===== src/rtl/ram_arbiter.sv =====
// -----------------------------------------------------------------------------
// ram_arbiter
//
// Shares one single-port data RAM between the core controller (LOAD/STORE)
// and the IO loader (LD_RAM/OUT_RAM).
//
// Each requester uses a valid/ready style handshake. A transfer happens when
// req and gnt are both high at a rising clock edge. The winning request is
// captured into a registered RAM command stage. Read data is steered back to
// the requester that issued the read, using a two-stage owner tag.
//
// Arbitration:
//   - The core has fixed priority.
//   - The IO port wins instead while interrupt is high.
//   - The IO port also wins once it has been refused MAX_WAIT cycles in a row.
//
// Ports
//   clock, reset         rising-edge clock, synchronous active-high reset
//   interrupt            IO-priority mode
//   core_req/we/addr/wdata   core request (inputs)
//   core_gnt             core accepted this cycle (combinational)
//   core_rvalid/rdata    core read return, one cycle wide
//   io_req/we/addr/wdata     IO request (inputs)
//   io_gnt               IO accepted this cycle (combinational)
//   io_rvalid/rdata      IO read return, one cycle wide
//   ram_en/we/addr/wdata registered RAM command
//   ram_rdata            RAM read data, valid the cycle after a read command
//   owner                last stage-1 owner (0 idle, 1 core, 2 io), for
//                        observation only
// -----------------------------------------------------------------------------
module ram_arbiter #(
  parameter int ADDR_W   = 8,
  parameter int DATA_W   = 8,
  parameter int MAX_WAIT = 4
) (
  input  logic              clock,
  input  logic              reset,
  input  logic              interrupt,
  input  logic              core_req,
  input  logic              core_we,
  input  logic [ADDR_W-1:0] core_addr,
  input  logic [DATA_W-1:0] core_wdata,
  output logic              core_gnt,
  output logic              core_rvalid,
  output logic [DATA_W-1:0] core_rdata,
  input  logic              io_req,
  input  logic              io_we,
  input  logic [ADDR_W-1:0] io_addr,
  input  logic [DATA_W-1:0] io_wdata,
  output logic              io_gnt,
  output logic              io_rvalid,
  output logic [DATA_W-1:0] io_rdata,
  output logic              ram_en,
  output logic              ram_we,
  output logic [ADDR_W-1:0] ram_addr,
  output logic [DATA_W-1:0] ram_wdata,
  input  logic [DATA_W-1:0] ram_rdata,
  output logic [1:0]        owner
);

  // Wide enough to hold the value MAX_WAIT itself.
  localparam int                WAIT_W   = $clog2(MAX_WAIT + 1);
  localparam logic [WAIT_W-1:0] WAIT_SAT = WAIT_W'(MAX_WAIT);
  localparam logic [WAIT_W-1:0] WAIT_ONE = WAIT_W'(1);

  // Owner encoding of the informational grant FSM.
  localparam logic [1:0] OWN_IDLE = 2'd0;
  localparam logic [1:0] OWN_CORE = 2'd1;
  localparam logic [1:0] OWN_IO   = 2'd2;

  logic [WAIT_W-1:0] r_io_wait;
  logic              w_starve;
  logic              w_core_gnt;
  logic              w_io_gnt;

  logic              r_ram_en;
  logic              r_ram_we;
  logic [ADDR_W-1:0] r_ram_addr;
  logic [DATA_W-1:0] r_ram_wdata;

  // Tag bit [1] marks a core read and bit [0] marks an IO read.
  // rd_tag travels with the RAM command; rv_tag lines up with ram_rdata.
  logic [1:0]        r_rd_tag;
  logic [1:0]        r_rv_tag;

  logic [1:0]        r_owner;
  logic [1:0]        w_owner_nxt;

  // Grant decode.
  // The IO port overrides the core when interrupt is high or when it is
  // starved. Grants are held low for the whole reset cycle, so nothing
  // is accepted while reset is high.
  always_comb begin
    w_starve   = (r_io_wait == WAIT_SAT);
    w_core_gnt = core_req & ~reset & ~(io_req & (interrupt | w_starve));
    w_io_gnt   = io_req & ~reset & ~w_core_gnt;
  end

  assign core_gnt = w_core_gnt;
  assign io_gnt   = w_io_gnt;

  // IO starvation counter.
  // It counts refused IO request cycles and saturates at MAX_WAIT.
  // It is independent of interrupt.
  always_ff @(posedge clock) begin
    if (reset) begin
      r_io_wait <= {WAIT_W{1'b0}};
    end else if (w_io_gnt || !io_req) begin
      r_io_wait <= {WAIT_W{1'b0}};
    end else if (r_io_wait != WAIT_SAT) begin
      r_io_wait <= r_io_wait + WAIT_ONE;
    end else begin
      r_io_wait <= r_io_wait;
    end
  end

  // Stage-1 RAM command register.
  // When no transfer happens, the address and write data hold their values.
  // This keeps the RAM inputs quiet between accesses.
  always_ff @(posedge clock) begin
    if (reset) begin
      r_ram_en    <= 1'b0;
      r_ram_we    <= 1'b0;
      r_ram_addr  <= {ADDR_W{1'b0}};
      r_ram_wdata <= {DATA_W{1'b0}};
    end else if (w_core_gnt) begin
      r_ram_en    <= 1'b1;
      r_ram_we    <= core_we;
      r_ram_addr  <= core_addr;
      r_ram_wdata <= core_wdata;
    end else if (w_io_gnt) begin
      r_ram_en    <= 1'b1;
      r_ram_we    <= io_we;
      r_ram_addr  <= io_addr;
      r_ram_wdata <= io_wdata;
    end else begin
      r_ram_en    <= 1'b0;
      r_ram_we    <= 1'b0;
      r_ram_addr  <= r_ram_addr;
      r_ram_wdata <= r_ram_wdata;
    end
  end

  assign ram_en    = r_ram_en;
  assign ram_we    = r_ram_we;
  assign ram_addr  = r_ram_addr;
  assign ram_wdata = r_ram_wdata;

  // Read owner tag pipeline.
  // Reset clears both stages. Any read still in flight therefore never
  // produces an rvalid after the reset edge.
  always_ff @(posedge clock) begin
    if (reset) begin
      r_rd_tag <= 2'b00;
      r_rv_tag <= 2'b00;
    end else begin
      r_rd_tag <= {w_core_gnt & ~core_we, w_io_gnt & ~io_we};
      r_rv_tag <= r_rd_tag;
    end
  end

  // Read return steering.
  // The data bus is forced to zero outside the valid cycle. This stops
  // stale RAM output from leaking to the requester that did not own it.
  always_comb begin
    core_rvalid = r_rv_tag[1];
    io_rvalid   = r_rv_tag[0];
    if (r_rv_tag[1]) begin
      core_rdata = ram_rdata;
    end else begin
      core_rdata = {DATA_W{1'b0}};
    end
    if (r_rv_tag[0]) begin
      io_rdata = ram_rdata;
    end else begin
      io_rdata = {DATA_W{1'b0}};
    end
  end

  // Next owner of the informational grant FSM.
  // The owner follows whoever loaded stage 1 and holds through idle cycles.
  always_comb begin
    w_owner_nxt = r_owner;
    case (r_owner)
      OWN_IDLE, OWN_CORE, OWN_IO: begin
        if (w_core_gnt) begin
          w_owner_nxt = OWN_CORE;
        end else if (w_io_gnt) begin
          w_owner_nxt = OWN_IO;
        end else begin
          w_owner_nxt = r_owner;
        end
      end
      default: begin
        w_owner_nxt = OWN_IDLE;
      end
    endcase
  end

  // Owner state register.
  always_ff @(posedge clock) begin
    if (reset) begin
      r_owner <= OWN_IDLE;
    end else begin
      r_owner <= w_owner_nxt;
    end
  end

  assign owner = r_owner;

endmodule


===== config.mk =====
export PLATFORM = sky130hd
export DESIGN_NAME = ram_arbiter
export DESIGN_NICKNAME = d
export VERILOG_FILES = /design/src/rtl/ram_arbiter.sv
export SDC_FILE = /design/constraint.sdc
export NUM_CORES = 1
export LEC_CHECK = 0
export CAP_MARGIN = 20
export CORE_ASPECT_RATIO = 1.2
export CORE_MARGIN = 2
export CORE_UTILIZATION = 38
export CTS_CLUSTER_DIAMETER = 50
export DETAILED_ROUTE_END_ITERATION = 10
export GPL_TIMING_DRIVEN = 0
export PLACE_DENSITY = 0.8
export SYNTH_ARGS = -nofsm -noshare
export SYNTH_HDL_FRONTEND = slang
export SYNTH_SLANG_ARGS = --single-unit

===== constraint.sdc =====
create_clock -name clock -period 1.6 [get_ports clock]
set_input_delay 0.32 -clock clock [delete_from_list [all_inputs] [get_ports clock]]
set_output_delay 0.32 -clock clock [all_outputs]
set_load 0.02 [all_outputs]

==> impl_results.md <==
- # diodes: 0
- I/O pins: 87
- Layout cells sized above 1: 12.98%
- Most common cell in the synthesized netlist: dfxtp_1
- WL final: 4.435 mm
- Residual DRC count: 0
- Syn_area_per_cell: 8.877 um2
- H-tree depth: 1
- Largest net degree at the start of global routing: 15
- Vias: 1,612
- Post-synth top area share: 36.03%
- Worst Path Max Fanout: 3
- Synth Area in Adders: 1.668%
- Gpl congestion: 0.7788
- Overall global routing resource usage: 19.16%
- Die Area: 4468 um2
- PwrDens: 652.3 nW/um2
- Drt pass-1 iters: 4
- Slew headroom: 68.21%
- Placement Cell Area: 2409 um2
- Initial DRC count: 50
- Area Growth Syn to Fin: 66.39%
- Hpwl dp: 3.286 mm
- Post-synthesis sequential area ratio: 36.03%
- Synth Area in Compound Gates: 26.94%
- Nets: 312
- RSZ-0062 raised after global routing: yes
- Cell Rows: 25
- Hold Path Cell Cnt: 3
- Top FF cell, synth: dfxtp_1
- Main combinational cell family by area after synthesis: compound AO/OA/AOI/OAI gates
- Setup slack after layout: -23.52 ps
- Global routing's busiest layer: met2
- Via/cell ratio: 5.101
- Fin. max-slew vios: 0
- Met2 GRT Util: 33.69%
- Finished Core Util: 64.35%
- Leading area contributor after synthesis: dfxtp_1
- Reg clk slew, reported paths: 100 ps
- Pre-CTS setup slack: -661.7 ps
- Simple-gate share of the synthesized area: 15.85%
- Cell Area, Synth: 1500 um2
- Max cap viols: 0
- Port bufs: 84
- Maximum clock frequency: 615.9 MHz
- Final ANT Viol Nets: 0
- Fin area: 2496 um2
- CTS max path bufs: 2
- Synth cell count leaders: dfxtp_1 (27), nand2_1 (17), o211ai_1 (17)
- Clk sink count: 27
- Setup crit end kind: primary output
- Post-synthesis mux area share: 11.43%
- Total power: 1.628 mW
- Area of the core: 3879 um2
- P_leak: 1.065 nW
- Reg2reg path depth: 7
- Worst skew pair latency: 280 ps
- Clock Skews: 4.723 ps
- Worst-Margin Slew: 476.8 ps
- Mapped Cells: 169
- CTS tree: done
- Vias in the first global route: 1,573
- Num CTS Buffers: 3
- Startpoint Class: flop
- CP Class: flop to primary output
- Synth cell types: 29
- Violated checks: negative setup slack
- Clk root buf: clkbuf_8
- Final Cycle Share: 101.5%
- Antenna violations before repair: 0
- Crit path DAT: 1300 ps
- Total gr overflow: 0
- WP data required: 1280 ps
- Status: finished with violations
- First-pass GRT wire length: 6.665 mm
- # setup viols final: 1
- Wire length per cell: 14.03 um
- Yosys warns: 0
- Area contributors post-synth: dfxtp_1 (36%), mux2i_1 (11%), o22a_1 (9.3%), o211ai_1 (8.5%), and2_1 (6.7%)
- GR Util met3: 2.128%
- Asr flop ratio synth: 0%
- Setup TNS: -23.52 ps
- Worst vdd ir: 0.3746 mV
- Synth Area in XOR/XNOR: 0%
- Tmin final: 1624 ps
- Final Hold Viols: 0
- Synthesized Nets: 218
- Chip height: 72.83 um
- Die Width: 61.36 um
- Grt met1 use: 23.35%
- Number of synthesized flops with an enable pin: 0
- Initial Util: 38.68%
- Register bit total from synthesis: 27
- Worst min-delay path category: input pin to flop
-- timing repair --
item,in CTS,in global routing
setup buffers,5,0
hold buffers,0,0
gates resized for setup,41,8
pin swaps,4,1
setup endpoints to repair,21,10
-- layout make-up --
class                           instances  area (um2)
Buffer                                 14       96.34
Clock buffer                            4       45.04
Fill cell                             338        1383
Inverter                                6       25.02
Multi-Input combinational cell        122       865.8
Sequential cell                        27       544.3
Tap cell                               54       67.56
Timing Repair Buffer                   89       852.1
-- kinds of logic after synthesis --
group / after synthesis
buffers and inverters: 20
AO/OA/AOI/OAI: 55
multiplexers: 17
AND/OR/NAND/NOR: 48
flip-flops: 27
adder cells (fa/ha/maj): 2
-- path summary, 6_finish.rpt --
kind	slack (ps)	startpoint	endpoint
max	-20	r_io_wait[1]	io_gnt
min	320	core_req	ram_en
max reg2reg	130	r_io_wait[1]	ram_addr[3]
min reg2reg	440	r_rd_tag[1]	r_rv_tag[1]
-- where the power goes --
part / switching (mW) / internal, mW / leakage, nW / total [mW]
clock: 0.218 / 0.179 / 0.0228 / 0.397
combinational: 0.223 / 0.272 / 0.818 / 0.495
sequential: 0.0223 / 0.714 / 0.224 / 0.737
total: 0.464 / 1.16 / 1.07 / 1.63
-- registers in the layout, indices dropped and copies added, names as in the netlist --
register   cells
ram_en         1
ram_addr       8
ram_wdata      8
r_io_wait      3
r_rd_tag       2
ram_we         1
r_rv_tag       2
owner          2
-- placed cells by master, fill, tap and decap left out, types with 2 or more instances in the layout --
master and n:
nor3_1 3, and2_1 16, dfxtp_2 3, nor2_1 6, o211ai_1 17, nand2_1 17, nor2b_1 2, buf_4 8
inv_1 2, clkbuf_1 6, clkdlybuf4s15_1 5, a21oi_1 16, dfxtp_1 24, o22a_1 16, mux2i_1 16, dlygate4sd2_1 15
buf_6 2, inv_2 3, clkbuf_8 3, buf_2 5, clkdlybuf4s50_1 59, dlymetal6s2s_1 2
-- layer usage --
| metal | vias up | wire (um) |
|---|---|---|
| met1 | 744 | 1820 |
| met2 | 68 | 2169 |
| met3 | 9 | 353 |
| met5 | - | 0 |
| met4 | 0 | 92 |
| li1 | 791 | - |
-- through the flow --
step / hold WS, ps / std cells
3_5_place_dp: 427.0 / 307
5_1_grt: 361.3 / 316
2_1_floorplan: 391.6 / 169
3_3_place_gp: 422.0 / 307
4_1_cts: 320.9 / 316
6_report: 322.1 / 316
-- worst max-delay path, cell delays in order, from the launching register on --
cell and delay [ps]:
dfxtp_2 340, inv_2 50, ha_4 160, a21oi_4 150
o21ai_4 70, inv_2 70, nor2_1 40, buf_4 150
(Power assumes the default switching activity.)
